### src/rtl/mandel_pkg.sv
// rtl/mandel_pkg.sv - shared Mandelbrot pipeline constants and sequencer state encoding
package mandel_pkg;

  localparam int FP_W     = 27;
  localparam int FRAC_W   = 23;
  localparam int ITER_MAX = 1000;
  localparam int ITER_W   = $clog2(ITER_MAX) + 1;

  typedef enum logic [1:0] {
    ST_IDLE,
    ST_ISSUE,
    ST_WAIT,
    ST_WRITE
  } seq_state_e;

endpackage

### src/rtl/mandel_coord_stepper.sv
// rtl/mandel_coord_stepper.sv - incremental raster walker producing c, pixel address and end-of-row/frame flags
module mandel_coord_stepper
  import mandel_pkg::*;
#(
  parameter int H_RES  = 640,
  parameter int V_RES  = 480,
  parameter int ADDR_W = $clog2(H_RES * V_RES)
) (
  input  logic              clk,
  input  logic              reset,
  input  logic              load,
  input  logic              adv_col,
  input  logic              adv_row,
  input  logic [FP_W-1:0]   x_start,
  input  logic [FP_W-1:0]   y_start,
  input  logic [FP_W-1:0]   step,
  output logic [FP_W-1:0]   cur_r,
  output logic [FP_W-1:0]   cur_i,
  output logic [ADDR_W-1:0] addr,
  output logic              last_col,
  output logic              last_pixel
);

  localparam int X_W = (H_RES > 1) ? $clog2(H_RES) : 1;
  localparam int Y_W = (V_RES > 1) ? $clog2(V_RES) : 1;

  logic [FP_W-1:0]   x_start_q, x_start_d;
  logic [FP_W-1:0]   step_q, step_d;
  logic [FP_W-1:0]   cur_r_q, cur_r_d;
  logic [FP_W-1:0]   cur_i_q, cur_i_d;
  logic [X_W-1:0]    x_q, x_d;
  logic [Y_W-1:0]    y_q, y_d;
  logic [ADDR_W-1:0] addr_q, addr_d;

  // Two's complement add/sub wraps modulo 2^FP_W by construction.
  always_comb begin
    x_start_d = x_start_q;
    step_d    = step_q;
    cur_r_d   = cur_r_q;
    cur_i_d   = cur_i_q;
    x_d       = x_q;
    y_d       = y_q;
    addr_d    = addr_q;
    if (load) begin
      x_start_d = x_start;
      step_d    = step;
      cur_r_d   = x_start;
      cur_i_d   = y_start;
      x_d       = '0;
      y_d       = '0;
      addr_d    = '0;
    end else if (adv_row) begin
      x_d     = '0;
      y_d     = y_q + Y_W'(1);
      cur_r_d = x_start_q;
      cur_i_d = cur_i_q - step_q;
      addr_d  = addr_q + ADDR_W'(1);
    end else if (adv_col) begin
      x_d     = x_q + X_W'(1);
      cur_r_d = cur_r_q + step_q;
      addr_d  = addr_q + ADDR_W'(1);
    end
  end

  always_ff @(posedge clk) begin
    if (reset) begin
      x_start_q <= '0;
      step_q    <= '0;
      cur_r_q   <= '0;
      cur_i_q   <= '0;
      x_q       <= '0;
      y_q       <= '0;
      addr_q    <= '0;
    end else begin
      x_start_q <= x_start_d;
      step_q    <= step_d;
      cur_r_q   <= cur_r_d;
      cur_i_q   <= cur_i_d;
      x_q       <= x_d;
      y_q       <= y_d;
      addr_q    <= addr_d;
    end
  end

  assign cur_r      = cur_r_q;
  assign cur_i      = cur_i_q;
  assign addr       = addr_q;
  assign last_col   = (x_q == X_W'(H_RES - 1));
  assign last_pixel = last_col && (y_q == Y_W'(V_RES - 1));

endmodule

### src/rtl/mandel_pixel_sequencer.sv
// rtl/mandel_pixel_sequencer.sv - one-pixel-in-flight frame sequencer between iterator and frame-buffer writer
module mandel_pixel_sequencer
  import mandel_pkg::*;
#(
  parameter int H_RES    = 640,
  parameter int V_RES    = 480,
  parameter int ITER_MAX = mandel_pkg::ITER_MAX,
  parameter int ITER_W   = $clog2(ITER_MAX) + 1,
  parameter int ADDR_W   = $clog2(H_RES * V_RES)
) (
  input  logic              clk,
  input  logic              reset,
  input  logic              start,
  input  logic [FP_W-1:0]   x_start,
  input  logic [FP_W-1:0]   y_start,
  input  logic [FP_W-1:0]   step,
  output logic              busy,
  output logic              frame_done,
  output logic              it_in_val,
  input  logic              it_in_rdy,
  output logic [FP_W-1:0]   it_c_r,
  output logic [FP_W-1:0]   it_c_i,
  input  logic              it_out_val,
  output logic              it_out_rdy,
  input  logic [ITER_W-1:0] it_iter_count,
  output logic              px_val,
  input  logic              px_rdy,
  output logic [ADDR_W-1:0] px_addr,
  output logic [ITER_W-1:0] px_iter
);

  seq_state_e        state_q, state_d;
  logic [ITER_W-1:0] px_iter_q, px_iter_d;
  logic              load, adv_col, adv_row;
  logic              last_col, last_pixel;

  mandel_coord_stepper #(
    .H_RES (H_RES),
    .V_RES (V_RES),
    .ADDR_W(ADDR_W)
  ) u_stepper (
    .clk       (clk),
    .reset     (reset),
    .load      (load),
    .adv_col   (adv_col),
    .adv_row   (adv_row),
    .x_start   (x_start),
    .y_start   (y_start),
    .step      (step),
    .cur_r     (it_c_r),
    .cur_i     (it_c_i),
    .addr      (px_addr),
    .last_col  (last_col),
    .last_pixel(last_pixel)
  );

  always_comb begin
    state_d   = state_q;
    px_iter_d = px_iter_q;
    load      = 1'b0;
    adv_col   = 1'b0;
    adv_row   = 1'b0;
    case (state_q)
      ST_IDLE: begin
        if (start) begin
          load    = 1'b1;
          state_d = ST_ISSUE;
        end
      end
      ST_ISSUE: begin
        if (it_in_rdy) state_d = ST_WAIT;
      end
      ST_WAIT: begin
        if (it_out_val) begin
          px_iter_d = it_iter_count;
          state_d   = ST_WRITE;
        end
      end
      ST_WRITE: begin
        if (px_rdy) begin
          if (last_pixel) begin
            state_d = ST_IDLE;
          end else begin
            adv_row = last_col;
            adv_col = !last_col;
            state_d = ST_ISSUE;
          end
        end
      end
      default: state_d = ST_IDLE;
    endcase
  end

  always_ff @(posedge clk) begin
    if (reset) begin
      state_q   <= ST_IDLE;
      px_iter_q <= '0;
    end else begin
      state_q   <= state_d;
      px_iter_q <= px_iter_d;
    end
  end

  // Handshake outputs are pure state decodes; frame_done marks the final write handshake itself.
  assign busy       = (state_q != ST_IDLE);
  assign it_in_val  = (state_q == ST_ISSUE);
  assign it_out_rdy = (state_q == ST_WAIT);
  assign px_val     = (state_q == ST_WRITE);
  assign px_iter    = px_iter_q;
  assign frame_done = (state_q == ST_WRITE) && px_rdy && last_pixel;

endmodule

### config.mk
export PLATFORM = sky130hd
export DESIGN_NAME = mandel_pixel_sequencer
export DESIGN_NICKNAME = d
export VERILOG_FILES = /design/src/rtl/mandel_pkg.sv /design/src/rtl/mandel_coord_stepper.sv /design/src/rtl/mandel_pixel_sequencer.sv
export SDC_FILE = /design/constraint.sdc
export NUM_CORES = 1
export LEC_CHECK = 0
export BUFFER_PORTS_ARGS = -buffer_cell sky130_fd_sc_hd__buf_2
export CAP_MARGIN = 20
export CORE_MARGIN = 2
export CORE_UTILIZATION = 45
export DETAILED_ROUTE_END_ITERATION = 10
export PLACE_DENSITY = 0.78
export SLEW_MARGIN = 10
export SYNTH_ARGS = -nofsm -noshare
export SYNTH_HDL_FRONTEND = slang
export SYNTH_SLANG_ARGS = --single-unit
### constraint.sdc
create_clock -name clk -period 3.1 [get_ports clk]
set_input_delay 0.62 -clock clk [delete_from_list [all_inputs] [get_ports clk]]
set_output_delay 0.62 -clock clk [all_outputs]
set_load 0.005 [all_outputs]
==> run_results.csv <==
group,metric,value,unit
die,ios,187,
setup_path,rr_worst_depth,15,
setup_path,worstPathArrival,3.29,ns
die,design.die.area,21500,um2
route,num_vias,8986,
global_route,grt_use_met1,29.5,%
worst_hold_path,hold_depth,3,
synth,yosysWarnings,0,
place,gp_congestion,0.907,
setup_path,crit_buf_inv,3,
cts,cts.htree.levels,4,
setup_path,cp_top_family,"compound AO/OA/AOI/OAI gates",
synth,synth-edff-count,0,
place,dp_hpwl,18500,um
synth,synthArstFlopShare,0,%
global_route,grt_max_degree,80,
synth,yosys-top-cells-count,"nand2_1 (242), dfxtp_1 (159), a21oi_1 (149)",
sta,fmax,0.340,GHz
synth,synthTopCellsByArea,"dfxtp_1 (35%), nand2_1 (9.9%), ha_1 (8.2%)",
place,pre_cts_slack,0.0277,ns
synth,ys_ff_latch,159,
sta,layout_min_cycle_time,2.94,ns
die,die_y,146,um
sta,slew_violations,0,
synth,avgSynthCellArea,7.66,um2
pwr,pwr_density_cell,800,nW/um2
setup_path,cp_max_fo,3,
synth,synth_most_common_cell,"nand2_1",
pwr,vdd_drop_max,0.391,mV
finish,seqCellArea,3180,um2
cts,path_clk_slew,0.07,ns
die,dieWidth,146,um
setup_path,critPathMaxStageDelay,0.42,ns
global_route,use_met3,4.66,%
cts,tritoncts,"yes",
sta,worst_slack,0.157,ns
sta,tightest_slew,0.641,ns
synth,mappedNetlistNets,1352,
outcome,status,"completed",
setup_path,cp.required,3.44,ns
run,maxCapViolations,0,
route,drcViolationCount,0,
die,core_region_area,20100,um2
route,wl,25300,um
cts,clock_latency,0.43,ns
place,portBuffers,186,
setup_path,path_cells,"inv_1, ha_1, inv_1, fa_1, a211oi_2, o21ai_2, a41oi_2, o21ai_2, a211oi_2, o41ai_2, a21oi_2, buf_4, o21bai_2, xnor2_2, o32ai_2",
sta,rsz0062_at_grt,"yes",
finish,multi_input_area,5590,um2
global_route,track_usage,23.4,%
cts,clockBufferDepth,2,
synth,syn_area,9140,um2
setup_path,cp_slowest_cell,"fa_1",
cts,cts_made_buffers,17,
synth,synth_top_family_by_area,"compound AO/OA/AOI/OAI gates",
place,placed_cells,1604,
sta,holdWs,0.423,ns
synth,yosys.area_share.simple,20.5,%
cts,cts_sinks,159,
finish,final_cells,1640,
synth,synth-xor-area-share,6.61,%
global_route,grt_use_met2,40.5,%
global_route,grt_pass1_wl,41400,um
global_route,grt.busiest_layer,"met2",
setup_path,worst-path-stages,15,
sta,setup_violations,0,
finish,nFillCells,1875,
synth,synthCells,1192,
synth,synth.largest_area_cell,"dfxtp_1",
synth,synth_compound_area_share,24.0,%
setup_path,crit_path_end_kind,"flip-flop",
route,first_pass_iters,6,
die,initial_utilization,45.4,%
sta,slew_headroom,57.2,%
pwr,p_leak,4.71,nW
synth,synth_adder_area_share,8.66,%
synth,synth_ff_type,"dfxtp_1",
synth,ys_types,63,
global_route,antenna_found_initial,2,
finish,area_growth,21.0,%
setup_path,critPathLaunchType,"flip-flop",
global_route,gr-total-overflow,0,
route,via_per_inst,5.48,
synth,synthMuxAreaShare,0.575,%
finish,final_area,11100,um2
finish,final_util,55.0,%
route,drt-wirelength-per-cell,15.4,um
setup_path,critPathKind,"flip-flop to flip-flop",
sta,hold_viol,0,
worst_hold_path,hold_path_class,"input pin to flip-flop",
die,placementRows,52,
place,dpl_cell_area,10400,um2
global_route,grt_pass1_vias,8587,
synth,seq_area_frac_synth,34.8,%
sta,fin_skew,0.0130,ns
sta,period_share,94.9,%
route,ant_nets,0,
cts,cts_root_buf,"clkbuf_16",
synth,synth.top_cell.area_share,34.8,%
finish,nets,1515,
route,drtIter0Drc,474,
finish,final_layout_size_suffix_gt1_share,20.1,%
[kinds of logic (layout without fill, tap and decap cells)]
group	count (synthesis)	after routing
XOR/XNOR	69	69
other	0	2
multiplexers	5	5
buffers and inverters	117	293
adder cells (fa/ha/maj)	62	62
AO/OA/AOI/OAI	343	343
flip-flops	159	159
AND/OR/NAND/NOR	437	437
[stage by stage]
stage	power [W]	TNS (ns)
after floorplan	0.00558	0
after global placement	0.00658	0
after detailed placement	0.00666	0
after CTS	0.00875	0
after global routing	0.00944	-0.142
final	0.00884	0
[worst register-to-register path, cell delays in order, from the launching register on]
cell and delay (ns):
dfxtp_1 0.33, inv_1 0.06, ha_1 0.15, inv_1 0.06, fa_1 0.42, a211oi_2 0.27
o21ai_2 0.12, a41oi_2 0.22, o21ai_2 0.11, a211oi_2 0.29, o41ai_2 0.14, a21oi_2 0.16
buf_4 0.13, o21bai_2 0.07, xnor2_2 0.14, o32ai_2 0.19
[layer usage]
metal  vias to the layer above  share of wire, %
met1                      4227                44
met4                         0               1.9
li1                       4490                 -
met2                       234                48
met3                        35               5.3
met5                         -                 0
[path summary, 6_finish.rpt]
check,from,endpoint,slack [ns]
worst max-delay path,u_stepper.cur_i[0]$_SDFFE_PP0P_,u_stepper.cur_i[24]$_SDFFE_PP0P_,0.16
worst max register to register,u_stepper.cur_i[0]$_SDFFE_PP0P_,u_stepper.cur_i[24]$_SDFFE_PP0P_,0.16
worst min register to register,u_stepper.x_start_q[22]$_SDFFE_PP0P_,u_stepper.x_start_q[22]$_SDFFE_PP0P_,0.46
worst min-delay path,step[24],u_stepper.step_q[24]$_SDFFE_PP0P_,0.42
[cell type report]
| type | count | share of cell area [%] |
|---|---|---|
| clock buffers | 17 | 3.85 |
| multi-input cells | 916 | 50.5 |
| clock inverters | 15 | 1.33 |
| flip-flops and latches | 159 | 28.8 |
| well taps | 270 | 3.05 |
| inverters | 47 | 1.60 |
| repair buffers | 214 | 10.8 |
| diodes | 2 | 0.0453 |
[what timing repair did]
item                       4_1_cts  5_1_grt
resized for setup                1       12
setup endpoints to repair        1       18
hold buffers                     0        0
buffers inserted                 0        2
pin swaps                        0        8
[registers in the layout (all words and copies together), names as in the netlist]
| name | count |
|---|---|
| state_q | 2 |
| px_iter | 11 |
| u_stepper.x_q | 10 |
| u_stepper.step_q | 27 |
| u_stepper.addr | 19 |
| u_stepper.x_start_q | 27 |
| u_stepper.cur_i | 27 |
| u_stepper.cur_r | 27 |
| u_stepper.y_q | 9 |
[where the power goes]
part | total (W) | internal [W] | switching, W
combinational | 0.00407 | 0.00174 | 0.00233
clock | 0.00207 | 0.00113 | 0.000941
sequential | 0.00270 | 0.00239 | 0.000312
total | 0.00884 | 0.00526 | 0.00358
[cells in the final DEF (no fill, tap or decap), types with 21 or more instances in the layout]
master and n:
nor2_1 87, buf_2 185, xor2_1 36, nand3_1 31, o21ai_0 42, o211ai_1 30
ha_1 60, inv_1 47, buf_4 25, dfxtp_1 159, a21oi_1 148, nand2_1 241
xnor2_1 32, a21o_1 21
Note: power is estimated with default switching activity, not from simulation.
